<file path="src/rtl/if_id_stage.sv">
// rtl/if_id_stage.sv - PC register and IF/ID pipeline register; optional squash counter under IF_ID_BUBBLE_COUNT_EN
module if_id_stage #(
   parameter int               WIDTH    = 32,
   parameter logic [WIDTH-1:0] RESET_PC = WIDTH'(32'h0000_0000)
) (
   input  logic             clk,
   input  logic             rst,
   input  logic             stall,
   input  logic             flush,
   input  logic             branch_taken,
   input  logic [WIDTH-1:0] branch_target,
   input  logic [WIDTH-1:0] instr_in,
   output logic [WIDTH-1:0] pc_f,
   output logic [WIDTH-1:0] instr_d,
   output logic [WIDTH-1:0] pc_plus4_d,
   output logic             valid_d,
   output logic [15:0]      bubble_count
);

   logic [WIDTH-1:0] pc_next_seq;
   logic [WIDTH-1:0] redirect_pc;
   logic             squash;

   // A redirect invalidates whatever was fetched alongside it, so it squashes like a flush.
   assign squash      = flush | branch_taken;
   assign pc_next_seq = pc_f + WIDTH'(4);
   assign redirect_pc = {branch_target[WIDTH-1:2], 2'b00};

   // PC: redirect wins over stall, stall wins over sequential increment.
   always_ff @(posedge clk or negedge rst) begin
      if (!rst) begin
         pc_f <= RESET_PC;
      end else if (branch_taken) begin
         pc_f <= redirect_pc;
      end else if (!stall) begin
         pc_f <= pc_next_seq;
      end
   end

   // IF/ID register: squash to a NOP bubble, else hold on stall, else capture the fetch.
   always_ff @(posedge clk or negedge rst) begin
      if (!rst) begin
         instr_d    <= '0;
         pc_plus4_d <= '0;
         valid_d    <= 1'b0;
      end else if (squash) begin
         instr_d    <= '0;
         pc_plus4_d <= '0;
         valid_d    <= 1'b0;
      end else if (!stall) begin
         instr_d    <= instr_in;
         pc_plus4_d <= pc_next_seq;
         valid_d    <= 1'b1;
      end
   end

`ifdef IF_ID_BUBBLE_COUNT_EN
   // Count squash edges, sticking at all-ones instead of wrapping.
   always_ff @(posedge clk or negedge rst) begin
      if (!rst) begin
         bubble_count <= 16'h0000;
      end else if (squash && (bubble_count != 16'hFFFF)) begin
         bubble_count <= bubble_count + 16'h0001;
      end
   end
`else
   assign bubble_count = 16'h0000;
`endif

endmodule

</file>
<file path="config.mk">
export PLATFORM = sky130hd
export DESIGN_NAME = if_id_stage
export DESIGN_NICKNAME = d
export VERILOG_FILES = /design/src/rtl/if_id_stage.sv
export SDC_FILE = /design/constraint.sdc
export NUM_CORES = 1
export LEC_CHECK = 0
export CELL_PAD_IN_SITES_DETAIL_PLACEMENT = 1
export CELL_PAD_IN_SITES_GLOBAL_PLACEMENT = 1
export CORE_MARGIN = 4
export CORE_UTILIZATION = 34
export CTS_BUF_LIST = sky130_fd_sc_hd__clkbuf_4 sky130_fd_sc_hd__clkbuf_8
export DETAILED_ROUTE_END_ITERATION = 16
export HOLD_SLACK_MARGIN = 0.06
export PLACE_DENSITY_LB_ADDON = 0.1
export SLEW_MARGIN = 20
export SYNTH_ARGS = -nofsm -noshare
export SYNTH_HDL_FRONTEND = slang
export SYNTH_SLANG_ARGS = --single-unit
export TNS_END_PERCENT = 20
</file>
<file path="constraint.sdc">
create_clock -name clk -period 2.55 [get_ports clk]
set_clock_uncertainty 0.05 [all_clocks]
set_input_delay 0.51 -clock clk [delete_from_list [all_inputs] [get_ports clk]]
set_output_delay 0.51 -clock clk [all_outputs]
set_load 0.005 [all_outputs]
</file>
Word level (Yosys, flattened, before mapping):

Cells that the tools add are included.

* logic and storage cells: 15
* bits of input ports: 69
* output and inout bits: 113
* bits in registers: 97

* add/subtract/negate cells: 1
* mux-type cells: 7
* equality and inequality tests: 2
* bitwise logic cells: 1

Operator list (number)
* 32-bit two-way mux: 5
* 32-bit by 3-bit adder with 32-bit output (second input constant): 1
* 2-bit by 1-bit inequality test with 1-bit output (second input constant): 2
* 1-bit two-way mux: 2
* 1-bit OR: 1

Depth between registers and ports, before layout:

Gate-level depths: netlist of run 1.

* word-level depth: 3
* depth in mapped cells: 7
* mapped depth without buffers: 6

Least setup slack after synthesis of run 1:

OpenSTA, ideal clock, no wires.

* path type: register to register
* start: register pc_f[2]
* end: register pc_f[28]
* clock period less this slack: 1957 ps
* stages on the path, launching flop included: 7
* data required time: 2370 ps
* path buffers: 0
* setup slack: 593 ps
* arrival time: 1777 ps
* setup time: 130 ps
* path through: dfrtp_1 > ha_1 > nand4_1 > or4_4 > nor4_2 > xnor2_1 > o21ai_1

* cells in the longest elaborated chain, start to end: 3

Ends and longest elaborated chain
* start, declared: line 13 `output logic [WIDTH-1:0] pc_f,`
* start signal, assigned: line 34 `pc_f <= redirect_pc;`
* start signal, assigned: line 36 `pc_f <= pc_next_seq;`
* 32-bit by 3-bit adder with 32-bit output: line 26 `assign pc_next_seq = pc_f + WIDTH'(4);`
* 32-bit two-way mux: line 35 `end else if (!stall) begin`
* 32-bit two-way mux: line 33 `end else if (branch_taken) begin`

No other way between the ends. The select of a mux whose other input is x is not followed.
A chain may end at the register's enable or synchronous reset.

Final worst setup path of run 1:

* start: register pc_f[2]
* end: register pc_f[22]

The elaborated chain is that of the path after synthesis.

==> impl_metrics.toml, run 1 <==
[drt]
ant_nets = 0
vias_per_cell = 4.87
drcViolationCount = 0
wl_um = 14600
drt-pass1-iter-count = 4
vias = 4098
drtIter0Drc = 128
wl_per_cell_um = 17.4

[hold_path]
whs_path_depth = 2
min_delay_worst_endpoint = "valid_d"
hold_class = "flip-flop to flip-flop"
min_from = "valid_d"

[critical_path]
reg2reg_to = "pc_f[22]"
reg2reg_slack_ns = 0.29
rr_startpoint = "pc_f[2]"
worst-path-max-fanout = 5
required_ns = 2.73
worst-path-buf-inv = 0
crit_chain = "ha_1 > nand4_1 > or4_4 > nor3_1 > xnor2_1 > o21ai_0"
startpoint_type = "flip-flop"
cp_top_family = "simple AND/OR/NAND/NOR gates"
cp_slowest_cell = "or4_4"
crit_type = "flip-flop to flip-flop"
end_kind = "flip-flop"
reg2reg_depth = 6
slowest_delay_ns = 0.52
worstPathArrival_ns = 2.45

[cells_and_area]
final_net_count = 726
fillers = 1615
finish.utilization_pct = 48.2
diodes = 0
area_growth_pct = 36.9
final_cell_mix = "clkdlybuf4s50_1, dfrtp_1, nor2_1, mux2i_1, nand2_1"
mostFrequentLayoutCell = "clkdlybuf4s50_1"
drive_above_1_share_pct = 6.20

[floorplan]
die_w_um = 129
coreArea_um2 = 14100
start_util_pct = 35.2
rows = 43
dieHeight_um = 129
die-area_um2 = 16600
ioPinCount = 182

[synthesis]
ys_seq_area_share_pct = 46.9
synth_top_area_share_pct = 46.9
synth-seq-cells = 93
async_flop_share_pct = 100
synth_edf_count = 0
synth_area_leaders = "dfrtp_1, mux2i_1, xnor2_1"
ys.warnings.count = 0
synthCells = 514
avgSynthCellArea_um2 = 9.65
synth_area_um2 = 4960
synth.distinct_cells = 43
yosysTopAreaCell = "dfrtp_1"
synthFlopType = "dfrtp_1"

[pwr]
comb_power_share_pct = 19.1
powerDensity_nw_per_um2 = 492
power_frac_clock_pct = 31.0
p_leak_uw = 0.00285
internal-power_uw = 2410
vdd_drop_max_v = 0.000277
power_uw = 3340
seqPwrFrac_pct = 49.9
p_switching_uw = 929
swShare_pct = 27.8

[timing]
slew_headroom_pct = 57.8
worst-slew-pin-transition_ns = 0.631
finalMaxSlewViolations = 0
rsz0062_at_grt = "false"
hold_violations = 0
period_share_pct = 88.7
layout_min_cycle_time_ns = 2.26
max_freq_mhz = 442
setup_viol = 0
fin_tns_setup_ns = 0

[clocking]
clk_pin_slew_ns = 0.09
post_cts_buffers = 0
clock_latency_ns = 0.37
cts_tree = "yes"
htree_levels = 3
clkSinkCount = 93
cts_resized = 0
hold_buffers = 1
clock_tree.buffer_depth = 2
numCtsBuffers = 9
cts_root_buf = "clkbuf_8"

[placed_design]
hpwlAfterDp_um = 10700
portBuffers = 159
gp_congestion = 0.779

[grt]
grt_overflow = 0
grt_pass1_wl_um = 23500
grtUsageTotal_pct = 17.9
antenna_found_initial = 0
grt_max_degree = 70
grt_pass1_vias = 4273

[run]
cap_viol_max_count = 0

[status]
outcome = "finished clean"
[state kept, by name, indices dropped and copies added (netlist names)]
register	flops
instr_d	32
pc_f	30
pc_plus4_d	30
valid_d	1
[power groups by stage]
stage	Sequential [µW]	Combinational [µW]	Clock [µW]
3_5_place_dp	1700	646	0
6_report	1670	640	1040
5_1_grt	1690	708	1140
3_3_place_gp	1690	631	0
2_1_floorplan	1660	332	0
4_1_cts	1670	653	1070
[metal layers]
| metal | GRT usage [%] | up-vias | share of wire [%] | wire length [µm] |
|---|---|---|---|---|
| li1 | - | 1967 | - | - |
| met4 | 4.88 | 0 | 0.97 | 142 |
| met3 | 3.11 | 8 | 5.4 | 789 |
| met2 | 29.2 | 120 | 48 | 6940 |
| met5 | 0 | - | 0 | 0 |
| met1 | 24.5 | 2003 | 46 | 6730 |
[worst max-delay path by stage]
stage | depth (start not counted) | slack [ns] | start | endpoint
floorplan | 6 | 0.59 | pc_f[2] | pc_f[28]
global placement | 4 | 0.31 | flush | instr_d[25]
detailed placement | 4 | 0.26 | flush | instr_d[9]
CTS | 6 | 0.26 | pc_f[2] | pc_f[22]
global route | 6 | 0.11 | pc_f[2] | pc_f[24]
finish | 6 | 0.29 | pc_f[2] | pc_f[22]
[per-stage QoR]
stage	setup slack [ns]	area [µm²]	hold slack, ns	instances
3_3_place_gp	0.308	6580	0.405	824
3_5_place_dp	0.257	6580	0.410	824
5_1_grt	0.112	6790	0.506	841
6_report	0.287	6790	0.472	841
2_1_floorplan	0.593	5030	0.164	533
4_1_cts	0.262	6790	0.475	841
[synth_stat cells, drive strengths merged (10+ instances only)]
master / n
a21oi: 20
nor4: 11
buf: 37
mux2i: 41
nor2b: 10
xnor2: 33
inv: 14
nor3: 16
nand3: 19
clkbuf: 21
nor2: 59
nand2: 39
o21ai: 30
o21a: 10
dfrtp: 93
nand4: 18
xor2: 19
[final cells by class]
cell class | count | area (µm²) | share of cell area [%]
tap | 180 | 225 | 3.32
clock buffer | 12 | 153 | 2.25
timing repair buffer | 173 | 1710 | 25.2
clock inverter | 4 | 47.5 | 0.700
inverter | 14 | 52.6 | 0.774
sequential | 93 | 2330 | 34.3
multi-input combinational | 365 | 2270 | 33.4
[worst reg2reg max path, cell delays in order, from the launching register on]
cell	delay (ns)
dfrtp_1	0.45
ha_1	0.34
nand4_1	0.21
or4_4	0.52
nor3_1	0.29
xnor2_1	0.17
o21ai_0	0.09
[kinds of logic after synthesis]
family | count (synthesis) | share of synthesized area [%]
AOI/OAI and AO/OA | 66 | 7.59
xor gates and xnor gates | 52 | 9.18
adders and majority gates | 1 | 0.252
buffers and inverters | 75 | 8.75
DFF | 93 | 46.9
muxes | 42 | 8.50
other | 1 | 0.0756
and+or+nand+nor | 184 | 18.7
(Power assumes the default switching activity.)
==> run 2: changes to the inputs <==
--- a/config.mk
+++ b/config.mk
@@ -5,6 +5,7 @@
 export SDC_FILE = /design/constraint.sdc
 export NUM_CORES = 1
 export LEC_CHECK = 0
+export ABC_CLOCK_PERIOD_IN_PS = 2550
 export CELL_PAD_IN_SITES_DETAIL_PLACEMENT = 1
 export CELL_PAD_IN_SITES_GLOBAL_PLACEMENT = 1
 export CORE_MARGIN = 4
@@ -13,7 +14,6 @@
 export DETAILED_ROUTE_END_ITERATION = 16
 export HOLD_SLACK_MARGIN = 0.06
 export PLACE_DENSITY_LB_ADDON = 0.1
-export SLEW_MARGIN = 20
 export SYNTH_ARGS = -nofsm -noshare
 export SYNTH_HDL_FRONTEND = slang
 export SYNTH_SLANG_ARGS = --single-unit
==> results of run 2 <==
The final DEF is identical to that of run 1; final timing and power are the same.
